## config.mk

```make
export PLATFORM = sky130hd
export DESIGN_NAME = mdu
export DESIGN_NICKNAME = d
export VERILOG_FILES = /design/src/rtl/mdu.sv
export SDC_FILE = /design/constraint.sdc
export NUM_CORES = 1
export LEC_CHECK = 0
export CORE_AREA = 4 4 176 178
export CTS_CLUSTER_DIAMETER = 80
export DETAILED_ROUTE_END_ITERATION = 6
export DIE_AREA = 0 0 180 182
export HOLD_SLACK_MARGIN = 0.15
export PLACE_DENSITY = 0.86
export SLEW_MARGIN = 40
export SYNTH_ARGS = -nofsm -noshare
export SYNTH_HDL_FRONTEND = slang
export SYNTH_SLANG_ARGS = --single-unit
export TNS_END_PERCENT = 10
```

## constraint.sdc

```tcl
create_clock -name clk -period 6.85 [get_ports clk]
set_input_delay 1.37 -clock clk [delete_from_list [all_inputs] [get_ports clk]]
set_output_delay 1.37 -clock clk [all_outputs]
set_load 0.02 [all_outputs]
```

## src/rtl/mdu.sv

```systemverilog
// Iterative RV32M multiply/divide unit: 32-cycle shift-add multiply or restoring divide,
// with single-cycle fast paths for divide-by-zero and signed-overflow divide.
module mdu (
    input  logic        clk,
    input  logic        rst_n,
    input  logic        start,
    input  logic [2:0]  funct3,
    input  logic [31:0] op1,
    input  logic [31:0] op2,
    input  logic        flush,
    output logic        busy,
    output logic        done,
    output logic [31:0] result,
    output logic [1:0]  dbg_state
);
    // Handshake: start is accepted only in IDLE or DONE; busy is high in CALC and FIX;
    // done pulses for one cycle with result valid; flush returns to IDLE without a done.
    typedef enum logic [1:0] {IDLE = 2'd0, CALC = 2'd1, FIX = 2'd2, DONE = 2'd3} state_t;

    state_t      state_q, state_d;
    logic [2:0]  op_q, op_d;
    logic [31:0] a_q, a_d;
    logic [31:0] b_q, b_d;
    logic [63:0] acc_q, acc_d;
    logic [4:0]  cnt_q, cnt_d;
    logic        neg_q, neg_d;
    logic [31:0] result_q, result_d;
    logic        busy_q, busy_d;
    logic        done_q, done_d;

    logic        sgn1_in, sgn2_in, neg1_in, neg2_in, fast_in;
    logic [31:0] mag1_in, mag2_in, fast_val;
    logic [32:0] mul_sum;
    logic [33:0] div_trial;
    logic [63:0] mul_next, div_next, prod_fix;
    logic [31:0] quo_fix, rem_fix, fix_val;

    always_comb begin
        sgn1_in = (funct3 == 3'b001) || (funct3 == 3'b010) ||
                  (funct3 == 3'b100) || (funct3 == 3'b110);
        sgn2_in = (funct3 == 3'b001) || (funct3 == 3'b100) || (funct3 == 3'b110);
        neg1_in = sgn1_in & op1[31];
        neg2_in = sgn2_in & op2[31];
        mag1_in = neg1_in ? (~op1 + 32'd1) : op1;
        mag2_in = neg2_in ? (~op2 + 32'd1) : op2;
        // Only DIV/REM (funct3[0] clear) can overflow on the most-negative dividend.
        fast_in = funct3[2] && ((op2 == 32'd0) ||
                  (!funct3[0] && (op1 == 32'h8000_0000) && (op2 == 32'hFFFF_FFFF)));
        if (op2 == 32'd0) begin
            fast_val = funct3[1] ? op1 : 32'hFFFF_FFFF;
        end else begin
            fast_val = funct3[1] ? 32'd0 : 32'h8000_0000;
        end
    end

    always_comb begin
        mul_sum   = {1'b0, acc_q[63:32]} + (acc_q[0] ? {1'b0, a_q} : 33'd0);
        mul_next  = {mul_sum, acc_q[31:1]};
        div_trial = {1'b0, acc_q[63:31]} - {2'b00, b_q};
        div_next  = div_trial[33] ? {acc_q[62:0], 1'b0}
                                  : {div_trial[31:0], acc_q[30:0], 1'b1};
        prod_fix  = neg_q ? (~acc_q + 64'd1) : acc_q;
        quo_fix   = neg_q ? (~acc_q[31:0] + 32'd1) : acc_q[31:0];
        rem_fix   = neg_q ? (~acc_q[63:32] + 32'd1) : acc_q[63:32];
        if (!op_q[2]) begin
            fix_val = (op_q[1:0] == 2'b00) ? prod_fix[31:0] : prod_fix[63:32];
        end else begin
            fix_val = op_q[1] ? rem_fix : quo_fix;
        end
    end

    always_comb begin
        state_d  = state_q;
        op_d     = op_q;
        a_d      = a_q;
        b_d      = b_q;
        acc_d    = acc_q;
        cnt_d    = cnt_q;
        neg_d    = neg_q;
        result_d = result_q;
        busy_d   = 1'b0;
        done_d   = 1'b0;
        if (flush) begin
            state_d = IDLE;
        end else begin
            case (state_q)
                IDLE, DONE: begin
                    state_d = IDLE;
                    if (start) begin
                        op_d  = funct3;
                        a_d   = mag1_in;
                        b_d   = mag2_in;
                        // Multiply starts with the multiplier low; divide with the dividend low.
                        acc_d = funct3[2] ? {32'd0, mag1_in} : {32'd0, mag2_in};
                        cnt_d = 5'd0;
                        neg_d = (funct3 == 3'b110) ? neg1_in : (neg1_in ^ neg2_in);
                        if (fast_in) begin
                            result_d = fast_val;
                            state_d  = DONE;
                            done_d   = 1'b1;
                        end else begin
                            state_d = CALC;
                            busy_d  = 1'b1;
                        end
                    end
                end
                CALC: begin
                    busy_d = 1'b1;
                    acc_d  = op_q[2] ? div_next : mul_next;
                    cnt_d  = cnt_q + 5'd1;
                    if (cnt_q == 5'd31) begin
                        state_d = FIX;
                    end
                end
                FIX: begin
                    result_d = fix_val;
                    state_d  = DONE;
                    done_d   = 1'b1;
                end
                default: state_d = IDLE;
            endcase
        end
    end

    always_ff @(posedge clk or negedge rst_n) begin
        if (!rst_n) begin
            state_q  <= IDLE;
            op_q     <= 3'd0;
            a_q      <= 32'd0;
            b_q      <= 32'd0;
            acc_q    <= 64'd0;
            cnt_q    <= 5'd0;
            neg_q    <= 1'b0;
            result_q <= 32'd0;
            busy_q   <= 1'b0;
            done_q   <= 1'b0;
        end else begin
            state_q  <= state_d;
            op_q     <= op_d;
            a_q      <= a_d;
            b_q      <= b_d;
            acc_q    <= acc_d;
            cnt_q    <= cnt_d;
            neg_q    <= neg_d;
            result_q <= result_d;
            busy_q   <= busy_d;
            done_q   <= done_d;
        end
    end

    assign busy      = busy_q;
    assign done      = done_q;
    assign result    = result_q;
    assign dbg_state = state_q;
endmodule

```

==> impl_metrics.json <==
{
  "status": "complete, but fails checks",
  "violations": "DRC",
  "drt_iter0_drc": 2357,
  "ant_nets": 0,
  "grt_pass1_wl_um": 90700,
  "syn-num-nets": 2251,
  "holdPathEnd": "a_q[28]",
  "holdCritPathClass": "register to register",
  "yosys.area.top_type_share": 0.270,
  "ff2ff_path_depth": 11,
  "ctsResizeCount": 0,
  "drive_above_1_share": 0.0511,
  "place.gp.congestion": 1.01,
  "start_util": 0.546,
  "hpwlAfterDp_um": 44100,
  "die_w_um": 180,
  "core_area_um2": 29400,
  "cts_tree": "done",
  "netlist_area_um2": 16000,
  "critPathBufInv": 3,
  "rsz0062_at_grt": "false",
  "ctsHoldBuffers": 0,
  "vias": 16878,
  "wirelength_um": 58900,
  "rr_endpoint": "result[30]",
  "synth-main-ff-cell": "dfrtp_1",
  "synth_cells": 2105,
  "relSlewSlack": 0.428,
  "crit_slowest_cell": "a21o_2",
  "hold_start": "a_q[28]",
  "grt_pass1_vias": 16050,
  "ios": 107,
  "synthToLayoutAreaGrowth_pct": 11.5,
  "reg2reg_from": "acc_q[0]",
  "clk_path_buf_depth": 2,
  "cts_root_buffer": "clkbuf_16",
  "synth-seq-cells": 173,
  "path_cells": "clkdlybuf4s50_1 > inv_1 > ha_1 > or3b_2 > or2_2 > or3_1 > nor4_1 > nand2_1 > o21ai_0 > a21o_2 > buf_4 > nor2_1 > a31oi_1",
  "cts_buffers": 17,
  "period_share": 0.739,
  "clk_latency_ns": 0.45,
  "power.total_mw": 9.56,
  "drtPass1Iterations": 7,
  "drc_errors": 8,
  "row_count": 63,
  "endpoint_kind": "register",
  "setup-tns-final_ns": 0,
  "worstSetupStartpointType": "primary input",
  "leakagePower_nw": 7.47,
  "num-nets-final": 2247,
  "holdPathStages": 2,
  "crit_start": "op2[0]",
  "crit_family": "simple AND/OR/NAND/NOR gates",
  "clock-skew-final_ns": 0.0121,
  "worstPathArrival_ns": 5.42,
  "yosysTopAreaCell": "dfrtp_1",
  "crit_type": "primary input to register",
  "clock-sinks": 173,
  "setup-violations-final": 0,
  "io_buffers": 106,
  "grt_antenna_before_repair": 1,
  "post_cts_buffers": 0,
  "finalCriticalPeriod_ns": 5.06,
  "power.density_nw_per_um2": 535,
  "required_ns": 7.21,
  "max_stage_delay_ns": 0.64,
  "cts-htree-levels": 4,
  "die_h_um": 182,
  "path_clk_slew_ns": 0.07,
  "maxCapViolations": 0,
  "tightest_slew_ns": 0.859,
  "synth.area.top_cells": "dfrtp_1, o21ai_0, ha_1",
  "post_drt_wl_per_cell_um": 23.5,
  "yosys_warnings": 0,
  "overflow": 0,
  "grt_usage": 0.348,
  "crit_fanout": 35,
  "yosysUniqueCellTypes": 74,
  "vias_per_cell": 6.74,
  "rrSetupSlack_ns": 2.41,
  "seq_area_frac_synth": 0.270,
  "slew_violations": 0,
  "max_freq_mhz": 198,
  "synth_edf_count": 0,
  "irDropWorstVdd_mv": 0.320,
  "async_reset_ff_frac": 1.00,
  "grt_start_max_net_pins": 84,
  "hold_viol_final": 0,
  "die-area_um2": 32800,
  "syn_avg_cell_area_um2": 7.62,
  "antenna_cells": 0
}
-- logic make-up (layout without fill, tap and decap cells) --
kind of cell	Yosys count	in the layout	synth area share
AO/OA/AOI/OAI	709	709	0.272
multiplexers	90	90	0.0583
XOR/XNOR	184	184	0.100
flip-flops	173	173	0.270
AND/OR/NAND/NOR	647	647	0.186
buffers and inverters	227	236	0.0538
adder cells (fa/ha/maj)	75	75	0.0594
-- registers in the layout (all words and copies together), names as in the netlist, 2 cells and up --
| name | flops |
|---|---|
| a_q | 32 |
| acc_q | 64 |
| b_q | 32 |
| cnt_q | 5 |
| dbg_state | 2 |
| op_q | 3 |
| result | 32 |
-- Yosys cell counts (all sizes together), types with 5 or more instances --
cell	count
and2	37
o211ai	23
a2111oi	5
inv	72
a22oi	13
o31ai	24
o22ai	6
xnor2	87
ha	73
or4	21
clkbuf	132
o21bai	11
mux2i	72
a21oi	152
or2	14
nor2b	5
nand2b	18
o21ai	273
a31oi	46
xor2	97
o2111ai	7
o21a	15
a311oi	7
nor4	17
a41oi	8
buf	19
a211oi	8
a211o	6
nand3	42
mux2	17
a41o	5
nor3	33
a21o	38
o41ai	17
nand2	241
nor2	164
dfrtp	173
o221ai	12
or3	24
nand4	18
-- cell usage in the layout, fill, tap and decap left out, types with 11 or more instances in the layout --
master and n:
o21ai_0 267, nand2_1 241, dfrtp_1 170, nor2_1 163
a21oi_1 151, clkdlybuf4s50_1 104, xor2_1 97, xnor2_1 87
ha_1 73, mux2i_1 72, inv_1 71, a31oi_1 46
nand3_1 42, and2_1 37, a21o_1 36, nor3_1 31
or3_1 24, o31ai_1 23, o211ai_1 23, or4_1 21
buf_4 20, nand4_1 18, nand2b_1 18, mux2_2 17
clkbuf_16 17, nor4_1 16, o41ai_1 16, o21a_1 15
a22oi_1 13, o221ai_1 11, o21bai_1 11
-- per-layer routing --
metal,track usage,wire [um],vias to the layer above
met5,0,14,-
met2,0.518,24900,1161
met3,0.0867,7100,275
li1,-,-,7567
met1,0.469,23100,7873
met4,0.181,3820,2
-- where the power goes --
part	internal, mW	total, mW	leakage (nW)	switching [mW]
Combinational	2.44	6.23	4.98	3.79
Clock	0.658	1.13	0.320	0.474
Sequential	1.48	2.20	2.16	0.721
-- final cells by class --
cell class                 instances  area [um2]
fill                            2594       11500
inverter                          76         285
timing repair buffer             128        1230
sequential                       173        4330
clock buffer                      18         429
tap                              390         488
clock inverter                    14         229
multi-input combinational       1705       10900
-- worst register-to-register path, cell delays in order, from the launching register on --
cell and delay [ns]:
dfrtp_2 0.63, inv_1 0.17, ha_1 0.21, or4b_1 0.48, or3_1 0.56, or4_1 0.73
nor2_1 0.52, a41o_1 0.27, xnor2_1 0.12, nor2_1 0.05, o311ai_0 0.43, a31oi_1 0.13
-- through the flow --
step | utilization | cells | cell area (um2) | hold WS, ns | setup slack, ns
global route | 0.608 | 2504 | 17900 | 0.498 | 1.52
CTS | 0.608 | 2504 | 17900 | 0.478 | 1.85
finish | 0.608 | 2504 | 17900 | 0.474 | 1.79
floorplan | - | 2105 | 16000 | 0.442 | 2.62
detailed placement | 0.585 | 2472 | 17200 | 0.463 | 1.38
global placement | 0.585 | 2472 | 17200 | 0.455 | 1.53
-- worst max-delay path by stage --
stage | depth (start not counted) | endpoint | slack, ns
2_1_floorplan | 13 | result[9] | 2.62
3_3_place_gp | 13 | result[24] | 1.53
3_5_place_dp | 13 | result[17] | 1.38
4_1_cts | 13 | result[17] | 1.85
5_1_grt | 13 | result[17] | 1.52
6_report | 13 | result[17] | 1.79
(Power assumes the default switching activity.)
